--- config.mk ---
export PLATFORM = sky130hd
export DESIGN_NAME = instr_data_mem_arbiter_flat
export DESIGN_NICKNAME = d
export VERILOG_FILES = /design/src/rtl/instr_data_mem_arbiter_if.sv /design/src/rtl/instr_data_mem_arbiter.sv /design/src/flat_wrapper.sv
export SDC_FILE = /design/constraint.sdc
export NUM_CORES = 1
export LEC_CHECK = 0
export ABC_AREA = 1
export ABC_CLOCK_PERIOD_IN_PS = 5260
export BUFFER_PORTS_ARGS = -buffer_cell sky130_fd_sc_hd__clkbuf_2
export CAP_MARGIN = 10
export CORE_AREA = 3 3 107 109
export DETAILED_ROUTE_END_ITERATION = 10
export DIE_AREA = 0 0 110 112
export PLACE_DENSITY = 0.58
export SKIP_CTS_REPAIR_TIMING = 1
export SLEW_MARGIN = 5
export SYNTH_ARGS = -nofsm -noshare
export SYNTH_HDL_FRONTEND = slang
export SYNTH_SLANG_ARGS = --single-unit
--- constraint.sdc ---
create_clock -name clk_i -period 5.26 [get_ports clk_i]
set_input_delay 0.263 -clock clk_i [delete_from_list [all_inputs] [get_ports clk_i]]
set_output_delay 0.263 -clock clk_i [all_outputs]
set_load 0.02 [all_outputs]
--- src/rtl/instr_data_mem_arbiter_if.sv ---
// Shared bus bundle for the instruction/data memory arbiter: core fetch port,
// core load/store port and the single downstream memory port.
interface instr_data_mem_arbiter_if #(
    parameter int ADDR_W = 32,
    parameter int DATA_W = 32
);
    logic                  instr_req_i;
    logic                  instr_gnt_o;
    logic                  instr_rvalid_o;
    logic [ADDR_W-1:0]     instr_addr_i;
    logic [DATA_W-1:0]     instr_rdata_o;

    logic                  data_req_i;
    logic                  data_gnt_o;
    logic                  data_rvalid_o;
    logic                  data_we_i;
    logic [DATA_W/8-1:0]   data_be_i;
    logic [ADDR_W-1:0]     data_addr_i;
    logic [DATA_W-1:0]     data_wdata_i;
    logic [DATA_W-1:0]     data_rdata_o;

    logic                  mem_req_o;
    logic                  mem_gnt_i;
    logic                  mem_rvalid_i;
    logic                  mem_we_o;
    logic [DATA_W/8-1:0]   mem_be_o;
    logic [ADDR_W-1:0]     mem_addr_o;
    logic [DATA_W-1:0]     mem_wdata_o;
    logic [DATA_W-1:0]     mem_rdata_i;

    modport slave (
        input  instr_req_i, instr_addr_i,
        input  data_req_i, data_we_i, data_be_i, data_addr_i, data_wdata_i,
        input  mem_gnt_i, mem_rvalid_i, mem_rdata_i,
        output instr_gnt_o, instr_rvalid_o, instr_rdata_o,
        output data_gnt_o, data_rvalid_o, data_rdata_o,
        output mem_req_o, mem_we_o, mem_be_o, mem_addr_o, mem_wdata_o
    );

    modport master (
        output instr_req_i, instr_addr_i,
        output data_req_i, data_we_i, data_be_i, data_addr_i, data_wdata_i,
        output mem_gnt_i, mem_rvalid_i, mem_rdata_i,
        input  instr_gnt_o, instr_rvalid_o, instr_rdata_o,
        input  data_gnt_o, data_rvalid_o, data_rdata_o,
        input  mem_req_o, mem_we_o, mem_be_o, mem_addr_o, mem_wdata_o
    );
endinterface

--- src/rtl/instr_data_mem_arbiter.sv ---
// Round-robin arbiter sharing one req/gnt/rvalid memory port between the
// instruction fetch and load/store ports, with in-order response routing.
module instr_data_mem_arbiter #(
    parameter int ADDR_W  = 32,
    parameter int DATA_W  = 32,
    parameter int MAX_OUT = 2
) (
    input  logic                       clk_i,
    input  logic                       rst_i,
    instr_data_mem_arbiter_if.slave    bus,
    output logic [2:0]                 outstanding_o,
    output logic                       spurious_rvalid_o
);

    typedef enum logic {
        SRC_INSTR = 1'b0,
        SRC_DATA  = 1'b1
    } src_e;

    localparam logic [2:0] MAX_CNT  = 3'(MAX_OUT);
    localparam logic [1:0] LAST_PTR = 2'(MAX_OUT - 1);

    src_e               id_q [4];
    logic [1:0]         wr_ptr;
    logic [1:0]         rd_ptr;
    logic [2:0]         count;
    src_e               last_grant;
    src_e               lock_src;
    logic               lock_q;
    logic               spurious;

    src_e               sel;
    src_e               head;
    logic               full;
    logic               empty;
    logic               mem_req;
    logic               handshake;
    logic               rvalid_ok;
    logic [ADDR_W-1:0]  addr_sel;
    logic [DATA_W-1:0]  wdata_sel;
    logic [DATA_W/8-1:0] be_sel;
    logic               we_sel;

    function automatic logic [1:0] ptr_next(input logic [1:0] p);
        return (p == LAST_PTR) ? 2'd0 : p + 2'd1;
    endfunction

    // A stalled request keeps its owner until it is granted or withdrawn.
    always_comb begin
        sel = SRC_INSTR;
        if (lock_q && ((lock_src == SRC_INSTR && bus.instr_req_i) ||
                       (lock_src == SRC_DATA  && bus.data_req_i)))
            sel = lock_src;
        else if (bus.instr_req_i && bus.data_req_i)
            sel = (last_grant == SRC_INSTR) ? SRC_DATA : SRC_INSTR;
        else if (bus.data_req_i)
            sel = SRC_DATA;
    end

    always_comb begin
        addr_sel  = bus.instr_addr_i;
        wdata_sel = '0;
        be_sel    = '1;
        we_sel    = 1'b0;
        if (sel == SRC_DATA) begin
            addr_sel  = bus.data_addr_i;
            wdata_sel = bus.data_wdata_i;
            be_sel    = bus.data_be_i;
            we_sel    = bus.data_we_i;
        end
    end

    assign full      = (count == MAX_CNT);
    assign empty     = (count == 3'd0);
    assign head      = id_q[rd_ptr];
    assign mem_req   = (bus.instr_req_i | bus.data_req_i) & ~full & ~rst_i;
    assign handshake = mem_req & bus.mem_gnt_i;
    // Responses with nothing in flight are dropped rather than routed.
    assign rvalid_ok = bus.mem_rvalid_i & ~empty & ~rst_i;

    assign bus.mem_req_o      = mem_req;
    assign bus.mem_addr_o     = addr_sel;
    assign bus.mem_wdata_o    = wdata_sel;
    assign bus.mem_be_o       = be_sel;
    assign bus.mem_we_o       = we_sel;
    assign bus.instr_gnt_o    = handshake & (sel == SRC_INSTR);
    assign bus.data_gnt_o     = handshake & (sel == SRC_DATA);
    assign bus.instr_rvalid_o = rvalid_ok & (head == SRC_INSTR);
    assign bus.data_rvalid_o  = rvalid_ok & (head == SRC_DATA);
    assign bus.instr_rdata_o  = bus.mem_rdata_i;
    assign bus.data_rdata_o   = bus.mem_rdata_i;

    assign outstanding_o     = count;
    assign spurious_rvalid_o = spurious;

    always_ff @(posedge clk_i) begin
        if (handshake)
            id_q[wr_ptr] <= sel;
    end

    always_ff @(posedge clk_i) begin
        if (rst_i) begin
            wr_ptr     <= '0;
            rd_ptr     <= '0;
            count      <= '0;
            last_grant <= SRC_INSTR;
            lock_src   <= SRC_INSTR;
            lock_q     <= 1'b0;
            spurious   <= 1'b0;
        end else begin
            if (handshake) begin
                wr_ptr     <= ptr_next(wr_ptr);
                last_grant <= sel;
            end
            if (rvalid_ok)
                rd_ptr <= ptr_next(rd_ptr);
            if (handshake && !rvalid_ok)
                count <= count + 3'd1;
            else if (!handshake && rvalid_ok)
                count <= count - 3'd1;
            lock_q   <= mem_req & ~bus.mem_gnt_i;
            lock_src <= sel;
            if (bus.mem_rvalid_i && empty)
                spurious <= 1'b1;
        end
    end

endmodule

--- src/flat_wrapper.sv ---
// flat-port wrapper written by rule: the top's interface ports become plain ports
module instr_data_mem_arbiter_flat 
#(
    parameter int ADDR_W  = 32,
    parameter int DATA_W  = 32,
    parameter int MAX_OUT = 2
)
  (clk_i, rst_i, outstanding_o, spurious_rvalid_o, bus_instr_req_i, bus_instr_addr_i, bus_data_req_i, bus_data_we_i, bus_data_be_i, bus_data_addr_i, bus_data_wdata_i, bus_mem_gnt_i, bus_mem_rvalid_i, bus_mem_rdata_i, bus_instr_gnt_o, bus_instr_rvalid_o, bus_instr_rdata_o, bus_data_gnt_o, bus_data_rvalid_o, bus_data_rdata_o, bus_mem_req_o, bus_mem_we_o, bus_mem_be_o, bus_mem_addr_o, bus_mem_wdata_o);
  instr_data_mem_arbiter_if #(.ADDR_W(ADDR_W), .DATA_W(DATA_W)) bus_i ();
  input  logic clk_i;
  input  logic rst_i;
  output logic [2:0] outstanding_o;
  output logic spurious_rvalid_o;
  input wire logic [$bits(bus_i.instr_req_i)-1:0] bus_instr_req_i;
  input wire logic [$bits(bus_i.instr_addr_i)-1:0] bus_instr_addr_i;
  input wire logic [$bits(bus_i.data_req_i)-1:0] bus_data_req_i;
  input wire logic [$bits(bus_i.data_we_i)-1:0] bus_data_we_i;
  input wire logic [$bits(bus_i.data_be_i)-1:0] bus_data_be_i;
  input wire logic [$bits(bus_i.data_addr_i)-1:0] bus_data_addr_i;
  input wire logic [$bits(bus_i.data_wdata_i)-1:0] bus_data_wdata_i;
  input wire logic [$bits(bus_i.mem_gnt_i)-1:0] bus_mem_gnt_i;
  input wire logic [$bits(bus_i.mem_rvalid_i)-1:0] bus_mem_rvalid_i;
  input wire logic [$bits(bus_i.mem_rdata_i)-1:0] bus_mem_rdata_i;
  output wire logic [$bits(bus_i.instr_gnt_o)-1:0] bus_instr_gnt_o;
  output wire logic [$bits(bus_i.instr_rvalid_o)-1:0] bus_instr_rvalid_o;
  output wire logic [$bits(bus_i.instr_rdata_o)-1:0] bus_instr_rdata_o;
  output wire logic [$bits(bus_i.data_gnt_o)-1:0] bus_data_gnt_o;
  output wire logic [$bits(bus_i.data_rvalid_o)-1:0] bus_data_rvalid_o;
  output wire logic [$bits(bus_i.data_rdata_o)-1:0] bus_data_rdata_o;
  output wire logic [$bits(bus_i.mem_req_o)-1:0] bus_mem_req_o;
  output wire logic [$bits(bus_i.mem_we_o)-1:0] bus_mem_we_o;
  output wire logic [$bits(bus_i.mem_be_o)-1:0] bus_mem_be_o;
  output wire logic [$bits(bus_i.mem_addr_o)-1:0] bus_mem_addr_o;
  output wire logic [$bits(bus_i.mem_wdata_o)-1:0] bus_mem_wdata_o;
  assign bus_i.instr_req_i = bus_instr_req_i;
  assign bus_i.instr_addr_i = bus_instr_addr_i;
  assign bus_i.data_req_i = bus_data_req_i;
  assign bus_i.data_we_i = bus_data_we_i;
  assign bus_i.data_be_i = bus_data_be_i;
  assign bus_i.data_addr_i = bus_data_addr_i;
  assign bus_i.data_wdata_i = bus_data_wdata_i;
  assign bus_i.mem_gnt_i = bus_mem_gnt_i;
  assign bus_i.mem_rvalid_i = bus_mem_rvalid_i;
  assign bus_i.mem_rdata_i = bus_mem_rdata_i;
  assign bus_instr_gnt_o = bus_i.instr_gnt_o;
  assign bus_instr_rvalid_o = bus_i.instr_rvalid_o;
  assign bus_instr_rdata_o = bus_i.instr_rdata_o;
  assign bus_data_gnt_o = bus_i.data_gnt_o;
  assign bus_data_rvalid_o = bus_i.data_rvalid_o;
  assign bus_data_rdata_o = bus_i.data_rdata_o;
  assign bus_mem_req_o = bus_i.mem_req_o;
  assign bus_mem_we_o = bus_i.mem_we_o;
  assign bus_mem_be_o = bus_i.mem_be_o;
  assign bus_mem_addr_o = bus_i.mem_addr_o;
  assign bus_mem_wdata_o = bus_i.mem_wdata_o;
  instr_data_mem_arbiter #(.ADDR_W(ADDR_W), .DATA_W(DATA_W), .MAX_OUT(MAX_OUT)) u_core (.clk_i(clk_i), .rst_i(rst_i), .bus(bus_i), .outstanding_o(outstanding_o), .spurious_rvalid_o(spurious_rvalid_o));
endmodule
==> key figures <==
Floorplan
  – Die width: about 110 um
  – Core area: between 10000 and 15000 um^2
  – Initial Util: between 10% and 20%
  – Die area: approximately 12000 um^2
  – Row cnt: 38
  – I/O pin count: 281
  – Die H: approximately 110 um

Finish
  – Fill cell count: around 1300
  – Share of cells above drive strength 1: between 40% and 50%
  – Util after Layout: 23.5%
  – P&R area growth vs syn: 31.2%
  – Ant diodes: 0
  – FF+latch area: 380 um^2
  – Most frequent cells in the layout: clkbuf_2, nand2_1, nor2_1, inv_1, dfxtp_1
  – Non-filler instance count after layout: just under 600
  – Commonest non-fill, non-tap cell in the layout: clkbuf_2
  – Multi-input logic area: about 800 um^2
  – Post-route cell area: 2510 um^2
  – Final #Nets: between 500 and 600

Timing
  – Slew Limit Fails: 0
  – Final hold vios: 0
  – Slew HR: 26.2%
  – Final worst path period share: between 50% and 60%
  – Final Critical Period: around 2.6 ns
  – WHS: 0.211 ns
  – Setup TNS: 0 ns
  – Final setup viols: 0
  – Final WS setup: roughly 2.6 ns
  – Slew @ Worst Pin: 1.11 ns
  – RSZ-0062 raised after global routing: no
  – Clock skew: between 0.003 and 0.004 ns
  – Fmax: 378 MHz

Place
  – Buffers on Ports: between 150 and 200
  – Routability cong.: 0.767
  – Pre-CTS WS: 2.80 ns
  – HPWL after DPL: approximately 6.5 mm
  – Placed cells: about 580
  – Placement-stage cell area: around 2500 um^2

Setup path
  – Crit-path slowest cell: inv_2
  – Crit-path cells: nor2_1 -> nor2_2 -> nor2_8 -> inv_2 -> or2_2 -> clkbuf_2
  – WP data required: 5.00 ns
  – Crit. End Element: output port
  – CP Launch Type: register
  – WP buf/inv: 2
  – CP peak stage delay: about 0.56 ns
  – Worst path top cell family by delay: simple AND/OR/NAND/NOR gates
  – Crit path max fanout: 71
  – Crit Path Category: register to output port
  – CP arrival: between 2 and 2.5 ns

Synthesis
  – Post-Syn Instances: approximately 330
  – Mapped Avg Cell Area: 5.76 um^2
  – Seq cells post-synth: 17
  – Synth cell types: 20
  – Sequential area share after synthesis: approximately a fifth
  – Syn_nets: around 470
  – Synth Cell Area: 1910 um^2
  – Syn. warnings: 0

Clock tree
  – CTS root buf: clkbuf_8
  – CTS Buf Count: 3
  – Max clock buf depth: 2
  – Clock sink count: 17
  – Clk_lat worst skew: roughly 0.25 ns
  – CTS clk-pin slew, worst paths: approximately 0.060 ns
  – H-tree depth: 1
  – CTS tree: built

Route
  – DRC viols: 0
  – Wire per inst: 12.6 um
  – Drt first-iter violations: just over 70
  – DRT antenna net count: 0
  – Ratio of routed vias to standard cells: ~3.7
  – DR vias: 2141
  – Length of the first detailed-routing pass in iterations: 4
  – Detailed Route WL: 7.39 mm

GRT
  – Pin count of the biggest net entering global routing: between 70 and 80
  – First-pass GRT wire length: approximately 11 mm
  – Total grt overflow: 0
  – GR Util All Layers: 11.5%
  – Vias in the first global route: slightly above 2000
  – Initial antenna violation count: 0

Power
  – Leak pwr: ~1.7 nW
  – Worst vdd ir: approximately 0.096 mV
  – Total Power: between 500 and 600 uW
  – Power Dens Cells: 208 nW/um^2

Run
  – Max Cap Viol: 0

Run status
  – Status: completed

Min path
  – Worst min path class: input pin to register
==> layout make-up <==
type / instances / area share [%]
timing repair buffer: 184 / 36.7
clock buffer: 4 / 1.80
inverter: 51 / 7.63
sequential: 17 / 15.2
multi-input combinational: 190 / 31.7
tap: 140 / 6.98
==> layer usage <==
layer  vias to the layer above  global-route usage [%]  share of wire (%)
li1                       1124                       -                  -
met1                       886                    14.0                 40
met2                       129                    18.4                 47
met3                         2                    6.20                 13
met4                         0                    1.41               0.55
met5                         -                       0                  0
==> path summary, 6_finish.rpt <==
kind / from / end / slack [ns] / cells past startpoint
setup / recovery: u_core.last_grant$_SDFFE_PP0P_ / bus_mem_be_o[3] / 2.62 / 6
hold / removal: bus_mem_gnt_i / u_core.lock_q$_SDFF_PP0_ / 0.21 / 2
setup reg to reg: u_core.outstanding_o[0]$_SDFFE_PP0P_ / u_core.outstanding_o[2]$_SDFFE_PP0P_ / 3.05 / 12
hold reg to reg: u_core.rd_ptr[1]$_SDFFE_PP0P_ / register / 0.43 / 2
==> where the power goes <==
group,internal (mW),switching (mW),leakage [nW],total [mW]
logic,0.0954,0.176,1.51,0.272
registers,0.146,0.00928,0.143,0.155
clock network,0.0536,0.0412,0.0228,0.0948
total,0.295,0.227,1.67,0.522
==> worst reg2reg max path, delay by kind of cell (launching register included) <==
family	cells	cell delay, ns
DFF	1	0.42
and+or+nand+nor	7	0.93
adders and majority gates	2	0.52
buffers and inverters	3	0.26
==> synthesized netlist by cell type <==
master      n  area (um^2)
nand2_1   112          420
buf_4      67          503
nor2_1     52          195
inv_1      50          188
dfxtp_1    13          260
a21oi_1     6         30.0
buf_2       6         30.0
nand3_1     5         25.0
edfxtp_1    4          120
o21ai_0     3         15.0
or2_1       3         18.8
nand4_1     2         12.5
or2_2       2         12.5
buf_6       1         11.3
fa_1        1         20.0
ha_1        1         12.5
inv_2       1         3.75
nor2_2      1         6.26
nor2_8      1         20.0
o211ai_1    1         7.51
==> kinds of logic after synthesis <==
kind of cell / Yosys count / synth area share, %
simple gates: 178 / 37.2
fa+ha+maj: 2 / 1.70
flops: 17 / 19.9
compound gates: 10 / 2.75
buf+inv: 125 / 38.5
Power figures use the tool's default switching activity.
